## src/rtl/inst_fetch.sv

```systemverilog
// Serial instruction fetch: requests 16-bit words, assembles NSHIFT-bit chunks, queues {word, pc}.
// Define INST_FETCH_PREFETCH_EN for a 2-deep queue that prefetches while the decoder holds the head.
module inst_fetch #(
  parameter int NSHIFT         = 2,
  parameter int PAYLOAD_CYCLES = 16 / NSHIFT
) (
  input  logic              clk,
  input  logic              rst_n,
  output logic              req_valid,
  output logic [15:0]       req_addr,
  input  logic              req_started,
  input  logic              rx_data_valid,
  input  logic [NSHIFT-1:0] rx_data,
  input  logic              rx_done,
  output logic              inst_valid,
  output logic [15:0]       inst,
  output logic [15:0]       inst_pc,
  input  logic              inst_done,
  input  logic              jump_valid,
  input  logic [15:0]       jump_addr
);

`ifdef INST_FETCH_PREFETCH_EN
  localparam int D = 2;
`else
  localparam int D = 1;
`endif
  localparam logic [1:0] DEPTH = 2'(D);
  localparam int ASM_W = NSHIFT * PAYLOAD_CYCLES;

  typedef enum logic [1:0] {IDLE, REQ, RECV} state_t;

  state_t             state_reg;
  logic               req_valid_reg;
  logic               discard_reg;
  logic [15:0]        fetch_addr_reg;
  logic [15:0]        rx_pc_reg;
  logic [ASM_W-1:0]   asm_reg;
  logic [1:0]         count_reg;
  logic [15:0]        q_word_reg [D];
  logic [15:0]        q_pc_reg   [D];

  logic               pop;
  logic               push;
  logic [1:0]         count_next;
  logic [1:0]         wr_idx;
  logic [ASM_W-1:0]   asm_next;
  logic [15:0]        jump_target;

  always_comb begin
    pop         = inst_done && (count_reg != 2'd0);
    // A jump flushes the queue, so it also cancels any push landing in the same cycle.
    push        = (state_reg == RECV) && rx_done && !discard_reg && !jump_valid;
    wr_idx      = count_reg - {1'b0, pop};
    count_next  = count_reg + {1'b0, push} - {1'b0, pop};
    if (jump_valid) begin
      count_next = 2'd0;
    end
    asm_next    = {rx_data, asm_reg[ASM_W-1:NSHIFT]};
    jump_target = jump_addr & 16'hFFFE;
  end

  always_ff @(posedge clk or negedge rst_n) begin
    if (!rst_n) begin
      state_reg      <= IDLE;
      req_valid_reg  <= 1'b0;
      discard_reg    <= 1'b0;
      fetch_addr_reg <= 16'h0000;
      rx_pc_reg      <= 16'h0000;
      asm_reg        <= '0;
      count_reg      <= 2'd0;
      for (int i = 0; i < D; i++) begin
        q_word_reg[i] <= 16'h0000;
        q_pc_reg[i]   <= 16'h0000;
      end
    end else begin
      count_reg <= count_next;
      if (pop) begin
        for (int i = 0; i < D - 1; i++) begin
          q_word_reg[i] <= q_word_reg[i+1];
          q_pc_reg[i]   <= q_pc_reg[i+1];
        end
      end
      // Written after the shift so a simultaneous pop+push lands in the freed slot.
      for (int i = 0; i < D; i++) begin
        if (push && (wr_idx == 2'(i))) begin
          q_word_reg[i] <= asm_next[ASM_W-1 -: 16];
          q_pc_reg[i]   <= rx_pc_reg;
        end
      end

      if (jump_valid) begin
        fetch_addr_reg <= jump_target;
      end else if (state_reg == REQ && req_started) begin
        fetch_addr_reg <= fetch_addr_reg + 16'd2;
      end

      case (state_reg)
        IDLE: begin
          // Nothing is in flight here, so a free slot after this cycle's pop/flush is enough.
          if (count_next < DEPTH) begin
            state_reg     <= REQ;
            req_valid_reg <= 1'b1;
          end
        end
        REQ: begin
          if (req_started) begin
            state_reg     <= RECV;
            req_valid_reg <= 1'b0;
            rx_pc_reg     <= fetch_addr_reg;
            discard_reg   <= jump_valid;
          end
        end
        RECV: begin
          if (rx_data_valid) begin
            asm_reg <= asm_next;
          end
          if (rx_done) begin
            state_reg   <= IDLE;
            discard_reg <= 1'b0;
          end else if (jump_valid) begin
            discard_reg <= 1'b1;
          end
        end
        default: begin
          state_reg     <= IDLE;
          req_valid_reg <= 1'b0;
        end
      endcase
    end
  end

  assign req_valid  = req_valid_reg;
  assign req_addr   = fetch_addr_reg;
  assign inst_valid = (count_reg != 2'd0);
  assign inst       = q_word_reg[0];
  assign inst_pc    = q_pc_reg[0];

endmodule

```

## config.mk

```make
export PLATFORM = sky130hd
export DESIGN_NAME = inst_fetch
export DESIGN_NICKNAME = d
export VERILOG_FILES = /design/src/rtl/inst_fetch.sv
export SDC_FILE = /design/constraint.sdc
export NUM_CORES = 1
export LEC_CHECK = 0
export CELL_PAD_IN_SITES_DETAIL_PLACEMENT = 1
export CELL_PAD_IN_SITES_GLOBAL_PLACEMENT = 2
export CORE_MARGIN = 2
export CORE_UTILIZATION = 35
export CTS_BUF_LIST = sky130_fd_sc_hd__clkbuf_4 sky130_fd_sc_hd__clkbuf_8 sky130_fd_sc_hd__clkbuf_16
export CTS_CLUSTER_DIAMETER = 60
export CTS_CLUSTER_SIZE = 14
export DETAILED_ROUTE_END_ITERATION = 16
export GPL_TIMING_DRIVEN = 0
export PLACE_DENSITY_LB_ADDON = 0.1
export SLEW_MARGIN = 5
export SYNTH_ARGS = -nofsm -noshare
export SYNTH_HDL_FRONTEND = slang
export SYNTH_SLANG_ARGS = --single-unit
```

## constraint.sdc

```tcl
create_clock -name clk -period 6.4 [get_ports clk]
set_input_delay 1.28 -clock clk [delete_from_list [all_inputs] [get_ports clk]]
set_output_delay 1.28 -clock clk [all_outputs]
set_load 0.01 [all_outputs]
```

# --- Word level (Yosys, flattened, before mapping) ---
# Index checks and enable logic that the tools add are counted.
totals:
  ff_bits: 86
  inputBits: 25
  out_inout_bits: 50
op_classes:
  n_addsub: 4
  magnitude_cmp: 1
  eq_ne: 6
  n_mux: 14
  n_bitwise: 1
  n_reduce_logical: 18
op_table:
  columns: ["operator", "n"]
  rows:
  - ["16-bit two-way mux", 2]
  - ["16-bit by 2-bit adder with 16-bit output (second input constant)", 1]
  - ["3-bit AND reduction", 3]
  - ["2-bit two-way mux", 4]
  - ["1-bit logical AND", 6]
  - ["2-bit != test (second input constant)", 3]
  - ["2-bit case mux with 3 select lines", 1]
  - ["2-bit nonzero test", 3]
  - ["1-bit two-way mux", 5]
  - ["2-bit zero test", 2]
  - ["2-bit AND reduction", 2]
  - ["2-bit by 1-bit subtractor with 2-bit output", 2]
  - ["3-bit != test (second input constant)", 1]
  - ["1-bit case mux with 3 select lines", 1]
  - ["2-bit by 1-bit adder with 2-bit output", 1]
  - ["2-bit by 1-bit == test with 1-bit output (second input constant)", 1]
  - ["2-bit == test (second input constant)", 1]
  - ["1-bit zero test", 2]
  - ["2-bit by 1-bit less-than comparator with 1-bit output (second input constant)", 1]
  - ["1-bit case mux with 2 select lines", 1]
  - ["1-bit NOT", 1]

# --- Longest topological paths before layout ---
depth:
  depth_word: 10
  ltp_mapped: 10
  depth_no_buf: 9

# --- Least setup slack after synthesis ---
# OpenSTA, ideal clock, no wires.
synth_timing:
  path_kind: "input -> register"
  from: "in jump_valid"
  to: "reg state_reg[0]"
  setup_ns: 0.096
  arrival_ns: 2.866
  t_required_ns: 6.304
  slack_ns: 3.438
  stages: 9
  path_cell_list: "clkbuf_1 > nor2_1 > nand3_1 > ha_1 > inv_1 > ha_1 > nor2b_1 > or4_1 > o31ai_1"
synth_via:
  elab_chain_cells: 8
synth_lines:
  columns: ["item", "line", "source"]
  rows:
  - ["start: declaration", "19", "input logic jump_valid,"]
  - ["1-bit zero test", "53", "push = (state_reg == RECV) && rx_done && !discard_reg && !jump_valid;"]
  - ["1-bit logical AND", "53", null]
  - ["2-bit by 1-bit adder with 2-bit output", "55", "count_next = count_reg + {1'b0, push} - {1'b0, pop};"]
  - ["2-bit by 1-bit subtractor with 2-bit output", "55", null]
  - ["2-bit two-way mux (*)", "56", "if (jump_valid) begin"]
  - ["net count_next[0]", "45", "logic [1:0] count_next;"]
  - ["2-bit by 1-bit less-than comparator with 1-bit output (*)", "101", "if (count_next < DEPTH) begin"]
  - ["2-bit != test (no line) (*)", null, null]
  - ["3-bit AND reduction (no line) (*)", null, null]
  - ["end signal: assignment", "65", "state_reg <= IDLE;"]
  - ["end signal: assignment", "102", "state_reg <= REQ;"]
  - ["end signal: assignment", "108", "state_reg <= RECV;"]
  - ["end: declaration", "33", "state_t state_reg;"]
# Mark *: on every way through the listed nets, which the timed path passes. The rest lies on a longest branch.
# A chain may end at the register's enable or synchronous reset.

# --- Worst setup path in the final report ---
layout_timing:
  from: "in rx_done"
  to: "reg state_reg[0]"
layout_via:
  elab_chain_cells: 9
layout_lines:
  columns: ["item", "line", "source"]
  rows:
  - ["start: declaration", "14", "input logic rx_done,"]
  - ["1-bit logical AND (3 in series)", "53", null]
  - ["2-bit by 1-bit adder with 2-bit output", "55", null]
  - ["2-bit by 1-bit subtractor with 2-bit output", "55", null]
  - ["2-bit two-way mux", "56", null]
  - ["net count_next[0]", "45", null]
  - ["2-bit by 1-bit less-than comparator with 1-bit output", "101", null]
  - ["2-bit != test (no line)", null, null]
  - ["3-bit AND reduction (no line)", null, null]
# The timed path passes the listed nets, and every way through them passes these cells.

==> key figures <==
Status
  • Status: finished clean

STA
  • Max-slew violations: 0
  • Final Hold Vio Count: 0
  • Setup TNS: 0 ns
  • Clock Skew: 0.0138 ns
  • Worst Tran Pin Value: 0.605 ns
  • Post-route clock period utilization: 0.466
  • RSZ-0062 raised after global routing: no
  • Max Clock Freq: 0.336 GHz
  • Min Tclk post-route: 2.98 ns
  • Setup violators final: 0
  • Max-slew headroom: 0.594

Worst setup path
  • Reg2Reg Depth: 8
  • Critical path class: input pin to register
  • Top fanout value on the critical path: 3
  • Setup crit end kind: register
  • CP Data Required Time: 6.65 ns
  • CP startpoint kind: input pin
  • WP data arrival: 3.23 ns

Floorplanning
  • # rows: 36
  • Die H: 103 um
  • Die X: 103 um
  • I/O pin total: 75
  • Die ar.: 10,600 um^2
  • Initial core utilization: 0.355
  • Core area: 9640 um^2

Clock network
  • Post-CTS Resized: 0
  • Clk sinks: 81
  • Post-CTS Setup Bufs: 0
  • CTS root buf: clkbuf_8
  • CTS Buffer Depth: 2
  • H-tree Lvls: 3
  • Reg clk slew, reported paths: 0.09 ns
  • CTS Hold Bufs: 0
  • Clock Latency Late Sink: 0.35 ns
  • CTS tree: built
  • Clock buffer count from CTS: 9

Route
  • DR vias: 2,411
  • # DRC: 0
  • Vias/cell: 4.72
  • DRT antenna net count: 0
  • Wirelength per Cell: 15.5 um
  • DR iter-0 viols: 41
  • Initial DRT Pass Iterations: 4
  • Routed Wire Length: 7920 um

Cells and area
  • Commonest non-fill, non-tap cells in the layout: 81 x dfrtp_1, 69 x clkdlybuf4s50_1, 60 x nand2_1, 45 x mux2_2, 18 x o21ai_0
  • Max FFs per register: 16
  • Area of the multi-input gates: 1300 um^2
  • Area growth, synth to finish: 34.0%
  • Final net count: 401
  • Commonest non-fill, non-tap cell in the layout: dfrtp_1
  • Diode count: 0
  • Fill cell count: 1,067
  • FF+latch area: 2030 um^2
  • Final Core Density: 0.476
  • Share of post-route cells with drive strength above 1: 0.190

Global routing
  • Total GRT Usage: 0.163
  • First-pass GRT wire length: 13,200 um
  • Largest net degree at the start of global routing: 57
  • Initial antenna violation count: 0
  • Vias in the first global route: 2,658
  • Grt total ovfl: 0

Power and ir drop
  • PwrDens: 397 nW/um^2
  • Sequential share of power: 0.437
  • Peak VDD IR: 0.131 mV
  • Int Power: 0.00129 W
  • Combinational share of power: 0.289
  • Clock Power Share: 0.274
  • Sw Pwr: 0.000530 W
  • Switching part of the total: 0.290
  • Pleak: 2.08 nW

Yosys
  • Syn avg cell area: 11.8 um^2
  • Synth top area share: 0.592
  • Xor/xnor share of the synthesized area: 0.0322
  • Multiplexer area fraction after synthesis: 0.154
  • Synthesized instance count: 290
  • Register area share after synthesis: 0.592
  • Synthesis Warnings: 0
  • Post-Syn Area: 3420 um^2
  • Post-synthesis compound-gate area fraction: 0.0391
  • Area contributors post-synth: dfrtp_1 59%, mux2_2 15%, nand2_1 6.6%
  • Fraction of the mapped netlist area in simple logic gates: 0.141
  • Adder-Cell Fraction of Synth Area: 0.0110
  • Post-synth cell types: 37
  • Yosys reg bits: 81
  • Largest family of logic cells by synthesized area: multiplexers
  • Largest area contributor in the netlist: dfrtp_1

Min path
  • Worst hold path cell count: 2
  • Worst Hold Class: register to register

Job
  • Max-cap violations: 0

Place
  • HPWL after DPL: 5600 um
  • Gpl congestion: 0.769
  • Port buffer count: 70
==> layout make-up <==
type	count	share of cell area
repair buffers	71	0.158
inverters	7	0.00573
clock inverters	6	0.0300
clock buffers	10	0.0286
well taps	133	0.0363
flip-flops and latches	81	0.442
multi-input cells	188	0.283
plain buffers	15	0.0166
==> routing by layer <==
layer / track usage / vias to the layer above / wire length (um) / share of wire
li1: - / 1154 / - / -
met1: 0.228 / 1198 / 3940 / 0.50
met2: 0.261 / 48 / 3630 / 0.46
met3: 0.0237 / 11 / 235 / 0.030
met4: 0.0597 / 0 / 119 / 0.015
met5: 0 / - / 0 / 0
==> path summary, 6_finish.rpt <==
kind                       slack [ns]         start            to
setup / recovery                 3.42       rx_done  state_reg[0]
hold / removal                   0.48  rx_pc_reg[1]  rx_pc_reg[1]
min in group asynchronous        0.83         rst_n       inst[5]
hold reg to reg                  0.48  rx_pc_reg[1]  rx_pc_reg[1]
max in group asynchronous        4.95         rst_n  req_addr[12]
setup reg to reg                 4.09  state_reg[0]  state_reg[0]
==> cells in the mapped netlist <==
cell and number:
a211oi_1 1, a21oi_1 1, a221o_1 1, a31oi_1 1, and2_1 1, and2b_1 1
and3_1 1, and3b_1 1, buf_2 1, buf_4 5, clkbuf_1 9, conb_1 1
dfrtp_1 81, ha_1 3, inv_1 7, mux2_2 45, mux2i_1 2, nand2_1 60
nand3_1 5, nand3b_4 1, nand4_1 6, nand4b_1 1, nor2_1 6, nor2b_1 3
nor3_1 5, nor3b_1 1, nor4_1 5, o211ai_1 1, o21ai_0 18, o31ai_1 1
or2_2 1, or3_1 1, or4_1 1, or4_4 1, xnor2_1 7, xnor3_1 1
xor2_1 3
==> metrics by stage <==
stage	setup slack (ns)	total power [W]	instances	cell area (um^2)	hold WS, ns
floorplan	3.44	0.00106	291	3430	0.440
global placement	1.03	0.00132	494	4290	0.457
detailed placement	3.04	0.00135	495	4320	0.465
CTS	3.39	0.00185	511	4590	0.486
global route	3.26	0.00194	511	4590	0.510
finish	3.42	0.00182	511	4590	0.480
==> logic make-up (layout without fill, tap and decap cells) <==
family | Yosys count | after routing
multiplexers | 47 | 47
buffers and inverters | 22 | 109
flip-flops | 81 | 81
other | 1 | 2
AND/OR/NAND/NOR | 101 | 101
AO/OA/AOI/OAI | 24 | 24
adder cells (fa/ha/maj) | 3 | 3
XOR/XNOR | 11 | 11
==> power by group through the flow <==
stage               Clock, W  Combinational (W)  Sequential (W)
floorplan                  0           0.000248        0.000814
global placement           0           0.000519        0.000806
detailed placement         0           0.000534        0.000811
CTS                 0.000513           0.000540        0.000801
global route        0.000530           0.000586        0.000827
finish              0.000500           0.000527        0.000797
==> worst max-delay path, cell delays in order <==
cell             delay (ns)
clkdlybuf4s50_1        0.51
nand3_1                0.11
ha_1                   0.29
inv_1                  0.04
ha_1                   0.25
nor2b_1                0.14
or4_1                  0.51
o31ai_1                0.10
No activity file was read; power rests on OpenSTA's default activity.
